===== config.mk =====
export PLATFORM = sky130hd
export DESIGN_NAME = sram_port0_arbiter_flat
export DESIGN_NICKNAME = d
export VERILOG_FILES = /design/src/rtl/sram_arb_pkg.sv /design/src/rtl/sram_port0_arbiter_if.sv /design/src/rtl/sram_port0_arbiter_rr_arbiter2.sv /design/src/rtl/sram_port0_arbiter.sv /design/src/flat_wrapper.sv
export SDC_FILE = /design/constraint.sdc
export NUM_CORES = 1
export LEC_CHECK = 0
export CAP_MARGIN = 20
export CORE_MARGIN = 1.5
export CORE_UTILIZATION = 33
export CTS_CLUSTER_SIZE = 14
export DETAILED_ROUTE_END_ITERATION = 7
export GPL_TIMING_DRIVEN = 0
export PLACE_DENSITY = 0.78
export SLEW_MARGIN = 10
export SYNTH_ARGS = -nofsm -noshare
export SYNTH_HDL_FRONTEND = slang
export SYNTH_SLANG_ARGS = --single-unit

===== constraint.sdc =====
create_clock -name clk -period 1.15 [get_ports clk]
set_clock_uncertainty 0.15 [all_clocks]
set_input_delay 0.23 -clock clk [delete_from_list [all_inputs] [get_ports clk]]
set_output_delay 0.23 -clock clk [all_outputs]
set_load 0.01 [all_outputs]

===== src/rtl/sram_arb_pkg.sv =====
// Shared types and constants for the SRAM port-0 arbiter: read latency, requester count,
// requester id and the read-tag record carried down the response pipeline.
package sram_arb_pkg;

  localparam int unsigned READ_LAT = 3;
  localparam int unsigned NREQ     = 2;

  typedef logic req_id_t;

  typedef struct packed {
    logic    valid;
    req_id_t id;
  } tag_t;

endpackage


===== src/rtl/sram_port0_arbiter_if.sv =====
// Requester-side bus of the SRAM port-0 arbiter: two valid/ready request channels and two
// read-response channels. The arbiter takes the slave modport, the requesters the master.
interface sram_port0_arbiter_if #(
  parameter int unsigned ASIZE = 4,
  parameter int unsigned DSIZE = 8
);

  logic             req0_valid;
  logic             req0_ready;
  logic             req0_we;
  logic [ASIZE-1:0] req0_addr;
  logic [DSIZE-1:0] req0_wdata;
  logic             req1_valid;
  logic             req1_ready;
  logic             req1_we;
  logic [ASIZE-1:0] req1_addr;
  logic [DSIZE-1:0] req1_wdata;
  logic             rsp0_valid;
  logic [DSIZE-1:0] rsp0_rdata;
  logic             rsp1_valid;
  logic [DSIZE-1:0] rsp1_rdata;

  modport master (
    output req0_valid, req0_we, req0_addr, req0_wdata,
    output req1_valid, req1_we, req1_addr, req1_wdata,
    input  req0_ready, req1_ready,
    input  rsp0_valid, rsp0_rdata, rsp1_valid, rsp1_rdata
  );

  modport slave (
    input  req0_valid, req0_we, req0_addr, req0_wdata,
    input  req1_valid, req1_we, req1_addr, req1_wdata,
    output req0_ready, req1_ready,
    output rsp0_valid, rsp0_rdata, rsp1_valid, rsp1_rdata
  );

endinterface


===== src/rtl/sram_port0_arbiter_rr_arbiter2.sv =====
// Two-way grant logic. With SRAM_ARB_RR_EN defined it is round-robin over a registered
// last-grant pointer; otherwise requester 0 has fixed priority and no state exists.
module rr_arbiter2
  import sram_arb_pkg::*;
(
`ifdef SRAM_ARB_RR_EN
  input  logic            clk,
  input  logic            rst_n,
`endif
  input  logic [NREQ-1:0] valid_i,
  output logic [NREQ-1:0] gnt_o
);

`ifdef SRAM_ARB_RR_EN
  req_id_t last_q, last_d;

  always_comb begin
    gnt_o = valid_i;
    if (valid_i == 2'b11) begin
      gnt_o = last_q ? 2'b01 : 2'b10;
    end
  end

  // Any grant is an accept because grants only go to valid requesters.
  always_comb begin
    last_d = last_q;
    if (gnt_o[1]) begin
      last_d = 1'b1;
    end else if (gnt_o[0]) begin
      last_d = 1'b0;
    end
  end

  always_ff @(posedge clk or negedge rst_n) begin
    if (!rst_n) begin
      last_q <= 1'b1;
    end else begin
      last_q <= last_d;
    end
  end
`else
  assign gnt_o = {valid_i[1] & ~valid_i[0], valid_i[0]};
`endif

endmodule


===== src/rtl/sram_port0_arbiter.sv =====
// Arbiter/sequencer for the R/W port of the dual-port SRAM: one registered command per cycle
// and a tag pipeline that routes each read back to its requester. Policy macro: SRAM_ARB_RR_EN.
module sram_port0_arbiter
  import sram_arb_pkg::*;
#(
  parameter int unsigned ASIZE = 4,
  parameter int unsigned DSIZE = 8
) (
  input  logic             clk,
  input  logic             rst_n,
  sram_port0_arbiter_if.slave bus,
  output logic             sram_cs0_n,
  output logic             sram_we0_n,
  output logic [ASIZE-1:0] sram_addr0,
  output logic [DSIZE-1:0] sram_wdata0,
  input  logic [DSIZE-1:0] sram_rdata0,
  output logic             busy
);

  logic [NREQ-1:0] gnt;
  logic            accept;
  logic            sel_we;
  logic [ASIZE-1:0] sel_addr;
  logic [DSIZE-1:0] sel_wdata;

  logic             cs_n_q, cs_n_d;
  logic             we_n_q, we_n_d;
  logic [ASIZE-1:0] addr_q, addr_d;
  logic [DSIZE-1:0] wdata_q, wdata_d;
  tag_t [READ_LAT-1:0] tag_q, tag_d;

  rr_arbiter2 u_arb (
`ifdef SRAM_ARB_RR_EN
    .clk     (clk),
    .rst_n   (rst_n),
`endif
    .valid_i ({bus.req1_valid, bus.req0_valid}),
    .gnt_o   (gnt)
  );

  // Ready is held low during reset even though grant logic is purely combinational.
  assign bus.req0_ready = gnt[0] & rst_n;
  assign bus.req1_ready = gnt[1] & rst_n;
  assign accept         = |gnt;

  always_comb begin
    sel_we    = bus.req0_we;
    sel_addr  = bus.req0_addr;
    sel_wdata = bus.req0_wdata;
    if (gnt[1]) begin
      sel_we    = bus.req1_we;
      sel_addr  = bus.req1_addr;
      sel_wdata = bus.req1_wdata;
    end
  end

  always_comb begin
    cs_n_d  = ~accept;
    we_n_d  = ~(accept & sel_we);
    addr_d  = accept ? sel_addr  : addr_q;
    wdata_d = accept ? sel_wdata : wdata_q;
    tag_d[0].valid = accept & ~sel_we;
    tag_d[0].id    = gnt[1];
    for (int i = 1; i < READ_LAT; i++) begin
      tag_d[i] = tag_q[i-1];
    end
  end

  always_ff @(posedge clk or negedge rst_n) begin
    if (!rst_n) begin
      cs_n_q  <= 1'b1;
      we_n_q  <= 1'b1;
      addr_q  <= '0;
      wdata_q <= '0;
      tag_q   <= '0;
    end else begin
      cs_n_q  <= cs_n_d;
      we_n_q  <= we_n_d;
      addr_q  <= addr_d;
      wdata_q <= wdata_d;
      tag_q   <= tag_d;
    end
  end

  assign sram_cs0_n  = cs_n_q;
  assign sram_we0_n  = we_n_q;
  assign sram_addr0  = addr_q;
  assign sram_wdata0 = wdata_q;

  assign bus.rsp0_valid = tag_q[READ_LAT-1].valid & ~tag_q[READ_LAT-1].id;
  assign bus.rsp1_valid = tag_q[READ_LAT-1].valid &  tag_q[READ_LAT-1].id;
  assign bus.rsp0_rdata = sram_rdata0;
  assign bus.rsp1_rdata = sram_rdata0;

  always_comb begin
    busy = 1'b0;
    for (int i = 0; i < READ_LAT; i++) begin
      busy = busy | tag_q[i].valid;
    end
  end

endmodule

===== src/flat_wrapper.sv =====
// flat-port wrapper written by rule: the top's interface ports become plain ports
module sram_port0_arbiter_flat import sram_arb_pkg::*;
#(
  parameter int unsigned ASIZE = 4,
  parameter int unsigned DSIZE = 8
)
  (clk, rst_n, sram_cs0_n, sram_we0_n, sram_addr0, sram_wdata0, sram_rdata0, busy, bus_req0_valid, bus_req0_we, bus_req0_addr, bus_req0_wdata, bus_req1_valid, bus_req1_we, bus_req1_addr, bus_req1_wdata, bus_req0_ready, bus_req1_ready, bus_rsp0_valid, bus_rsp0_rdata, bus_rsp1_valid, bus_rsp1_rdata);
  sram_port0_arbiter_if #(.ASIZE(ASIZE), .DSIZE(DSIZE)) bus_i ();
  input  logic clk;
  input  logic rst_n;
  output logic sram_cs0_n;
  output logic sram_we0_n;
  output logic [ASIZE-1:0] sram_addr0;
  output logic [DSIZE-1:0] sram_wdata0;
  input  logic [DSIZE-1:0] sram_rdata0;
  output logic busy;
  input wire logic [$bits(bus_i.req0_valid)-1:0] bus_req0_valid;
  input wire logic [$bits(bus_i.req0_we)-1:0] bus_req0_we;
  input wire logic [$bits(bus_i.req0_addr)-1:0] bus_req0_addr;
  input wire logic [$bits(bus_i.req0_wdata)-1:0] bus_req0_wdata;
  input wire logic [$bits(bus_i.req1_valid)-1:0] bus_req1_valid;
  input wire logic [$bits(bus_i.req1_we)-1:0] bus_req1_we;
  input wire logic [$bits(bus_i.req1_addr)-1:0] bus_req1_addr;
  input wire logic [$bits(bus_i.req1_wdata)-1:0] bus_req1_wdata;
  output wire logic [$bits(bus_i.req0_ready)-1:0] bus_req0_ready;
  output wire logic [$bits(bus_i.req1_ready)-1:0] bus_req1_ready;
  output wire logic [$bits(bus_i.rsp0_valid)-1:0] bus_rsp0_valid;
  output wire logic [$bits(bus_i.rsp0_rdata)-1:0] bus_rsp0_rdata;
  output wire logic [$bits(bus_i.rsp1_valid)-1:0] bus_rsp1_valid;
  output wire logic [$bits(bus_i.rsp1_rdata)-1:0] bus_rsp1_rdata;
  assign bus_i.req0_valid = bus_req0_valid;
  assign bus_i.req0_we = bus_req0_we;
  assign bus_i.req0_addr = bus_req0_addr;
  assign bus_i.req0_wdata = bus_req0_wdata;
  assign bus_i.req1_valid = bus_req1_valid;
  assign bus_i.req1_we = bus_req1_we;
  assign bus_i.req1_addr = bus_req1_addr;
  assign bus_i.req1_wdata = bus_req1_wdata;
  assign bus_req0_ready = bus_i.req0_ready;
  assign bus_req1_ready = bus_i.req1_ready;
  assign bus_rsp0_valid = bus_i.rsp0_valid;
  assign bus_rsp0_rdata = bus_i.rsp0_rdata;
  assign bus_rsp1_valid = bus_i.rsp1_valid;
  assign bus_rsp1_rdata = bus_i.rsp1_rdata;
  sram_port0_arbiter #(.ASIZE(ASIZE), .DSIZE(DSIZE)) u_core (.clk(clk), .rst_n(rst_n), .bus(bus_i), .sram_cs0_n(sram_cs0_n), .sram_we0_n(sram_we0_n), .sram_addr0(sram_addr0), .sram_wdata0(sram_wdata0), .sram_rdata0(sram_rdata0), .busy(busy));
endmodule

; After elaboration in Yosys (flattened, before gate mapping)
; Index checks and enable logic that the tools add are counted.
[totals]
regBits = 20
output_inout_bits = 35
wordCells = 28
[op_classes]
muxes = 3
bitwise = 14
n_reduce_logical = 1
[op_table]
columns = cell, count
row1 = 8-bit 2-to-1 mux, 1
row2 = 1-bit AND, 7
row3 = 1-bit inverter, 5
row4 = 4-bit 2-to-1 mux, 1
row5 = 1-bit OR, 2
row6 = 2-bit OR reduction, 1
row7 = 1-bit 2-to-1 mux, 1

; Longest topological paths before layout
[depth]
word_depth = 5
depth_mapped = 4
depth_no_buf = 2

; Modules after synthesis
; From an unflattened synthesis, not the netlist that was laid out.
[unflattened]
hier_cells = 90
hier_area_um2 = 983.4
[by_module_without_submodules]
columns = module, instances, cells_per_inst, area_per_inst_um2
row1 = sram_port0_arbiter, 1, 88, 962.2
row2 = rr_arbiter2, 1, 2, 21.3

; Worst setup path after synthesis
; Ideal clock, no wire load.
[synth_path]
kind = register to output
from = register u_core.tag_q[5] in the netlist's numbering
to = output busy
arrival_time_ns = 0.763
required_ns = 0.770
path_slack_ns = 0.007
path_stages_with_launch = 2
path_buffers = 0
path_cell_list = dfrtp_1 -> or3_1
[synth_via]
elab_chain_len = 1
[synth_lines]
columns = element, line
row1 = "start, declared", sram_port0_arbiter.sv:30  ; tag_t [READ_LAT-1:0] tag_q, tag_d;
row2 = "start signal, assigned", sram_port0_arbiter.sv:81  ; tag_q <= tag_d;
row3 = 1-bit OR, sram_port0_arbiter.sv:98  ; busy = busy | tag_q[i].valid;
row4 = "end, declared", flat_wrapper.sv:16  ; output logic busy;
; No other way between the ends.

; Worst setup path after layout
[layout_path]
from = register u_core.tag_q (netlist bit u_core.tag_d[5])
to = output busy
[layout_via]
elab_chain_len = 2
[layout_lines]
columns = element, line
row1 = 1-bit OR (2 in series), sram_port0_arbiter.sv:98
; No other way between the ends.

==> summary.md <==
| Metric | Value |
|---|---|
| Status | finished, violations left |
| Violated checks | design-rule violations, negative setup slack |
| HPWL Detailed | 1860 um |
| DR WL/cell | 12.7 um |
| Netlist cell types | 17 |
| Worst r2r path cells | 4 |
| Logic pwr share | 28.0% |
| Final Max Slew Viols | 0 |
| Min Tclk post-route | 1560 ps |
| Placed cells | 182 |
| Dpl ws | -1400 ps |
| Wire length on met3 | 232 um |
| Switching part of the total | 25.3% |
| DRT Pass-1 Iters | 7 |
| Startpoint types | register |
| H-tree levels | 1 |
| Ant diodes | 0 |
| CTS Buffer Depth | 2 |
| Slew HR | 39.8% |
| Register area share after synthesis | 51.0% |
| Endpoint type of the worst setup path | primary output |
| Final Non-Filler Cells | 195 |
| Sequential power share | 47.5% |
| Die height | 57.7 um |
| Final wirelength | 2470 um |
| Avg Cell Area, Syn | 11.2 um2 |
| Starting Density | 35.1% |
| Port buffer count | 63 |
| CTS sink count | 20 |
| Vias in the first global route | 932 |
| Gr ovfl total | 0 |
| RR Startpoint | u_core.sram_wdata0[1] |
| Placeable Area | 0.00281 mm2 |
| Synth warnings | 0 |
| CTS tree | yes |
| Synth Instances | 88 |
| P_leak | 0.864 nW |
| Setup-failing EPs final | 17 |
| Final core occ | 59.7% |
| Post-route setup TNS | -2080 ps |
| CTS Root Cell | clkbuf_4 |
| Rows | 19 |
| Met1 wire length | 1000 um |
| Internal reg-to-reg setup slack | 50 ps |
| Initial antenna violation count | 0 |
| Crit share post-route | 136% |
| Met2 Wirelength | 1240 um |
| CTS buffer count | 3 |
| Hold Slack | 56.1 ps |
| Most frequent cells in the layout | 26 x clkdlybuf4s50_1, 25 x buf_4, 18 x dfrtp_1 |
| Uppermost layer routed | met3 |
| RSZ-0062 raised after global routing | yes |
| Die area | 0.00332 mm2 |
| Drt drc | 5 |
| Design area | 0.00168 mm2 |
| Worst-path maximum fanout | 2 |
| Worst Setup Slack, final | -408 ps |
| Maximum clock frequency | 642 MHz |
| Area growth from synthesis to layout | 69.9% |
| Overall power | 1.66 mW |
| Share of layout cells above drive strength 1 | 35.4% |
| Final hold vios | 0 |
| Via count | 891 |
| VDD IR max | 0.000506 V |
| Endpoint of the worst-slack reg-to-reg timing path | u_core.sram_wdata0[1] |
| Maxcap violations | 0 |
| P per Cell Area | 993 mW/mm2 |
| Syn_nets | 126 |
| Worst Path Required | 770 ps |
| First-pass GRT wire length | 3880 um |
| Antenna-violating nets left | 0 |
| Chip width | 57.7 um |
| Via density | 4.57 |
| Register clock-pin slew on the reported worst setup and hold paths | 120 ps |
| Worst Tran Pin Value | 903 ps |
| Internal | 1.24 mW |
| Critical path class | reg2out |
| Area of the mapped netlist | 986 um2 |
| IO Pins | 73 |
| Pin count of the biggest net entering global routing | 21 |
| FF+latch count, synth | 20 |
| Total track usage | 15.0% |
| Final #Nets | 203 |
| Placed instance area | 0.00166 mm2 |
| Min-Delay Path Class | in2async |
| Clock Latency Late Sink | 300 ps |
| Placer Congestion | 0.635 |
| Commonest non-fill, non-tap cell in the layout | clkdlybuf4s50_1 |
| Sw power | 420 uW |
| Clock power share | 24.4% |
| Worst Path Arrival | 1180 ps |
| Drt first-iter violations | 29 |
-- cell families (layout without fill, tap and decap cells) --
kind of cell | Yosys count | count (layout) | synth area share, %
multiplexers | 12 | 12 | 12.2
AND/OR/NAND/NOR | 19 | 19 | 9.52
flip-flops | 20 | 20 | 51.0
AO/OA/AOI/OAI | 14 | 14 | 7.74
buffers and inverters | 23 | 99 | 19.5
-- metal layers --
layer | vias up | global-route usage [%]
li1 | 425 | -
met1 | 415 | 17.5
met2 | 51 | 26.9
met3 | 0 | 3.57
met4 | 0 | 4.98
met5 | - | 0
-- final cells by class --
| type | count | area (um2) |
|---|---|---|
| clock buffers | 4 | 36.3 |
| multi-input cells | 45 | 293 |
| fillers | 254 | 1130 |
| plain buffers | 21 | 185 |
| inverters | 2 | 7.51 |
| well taps | 31 | 38.8 |
| flip-flops and latches | 20 | 503 |
| repair buffers | 72 | 612 |
-- worst max-delay path by stage --
stage,endpoint,cells after the start,startpoint,slack (ps)
floorplan,busy,1,u_core.tag_q[5],7
global placement,bus_req0_ready,3,rst_n,-1350
detailed placement,bus_req1_ready,3,rst_n,-1400
CTS,busy,2,u_core.tag_d[5],-420
global route,busy,2,u_core.tag_d[5],-470
finish,busy,2,u_core.tag_d[5],-410
-- synthesized netlist by cell type --
cell	n	share of area [%]
nor2b_1	1	0.63
a22oi_1	1	0.76
o21ai_1	9	4.6
buf_12	1	2.0
dfstp_2	2	5.3
mux2i_1	12	12
a22o_1	1	0.89
dfrtp_1	18	46
nor2_1	1	0.38
buf_6	4	4.6
buf_4	16	12
nor2b_4	1	1.4
o21ai_0	3	1.5
and2_1	3	1.9
nand2_1	12	4.6
or3_1	1	0.63
inv_1	2	0.76
-- power groups by stage --
stage | registers [mW] | clock network (mW) | logic (mW)
after floorplan | 0.822 | 0 | 0.176
after global placement | 0.800 | 0 | 0.489
after detailed placement | 0.804 | 0 | 0.498
after CTS | 0.790 | 0.413 | 0.458
after global routing | 0.797 | 0.449 | 0.502
final | 0.790 | 0.406 | 0.466
-- critical path, stage by stage (launching register included) --
cell	delay, ps
dfrtp_1	380
or3_1	360
buf_2	140
-- state kept, by name (all words and copies together), names as in the netlist --
signal	cells
u_core.tag_q	2
u_core.sram_cs0_n	1
u_core.sram_addr0	4
u_core.tag_d	4
u_core.sram_wdata0	8
u_core.sram_we0_n	1
-- repair_timing --
item | in CTS | in global routing
endpoints found under the setup margin | 53 | 38
resized for setup | 107 | 4
pin swaps | 1 | 0
setup buffers | 6 | 2
hold buffers | 1 | 0
hold endpoints to repair | 20 | 0
Power figures use the tool's default switching activity.
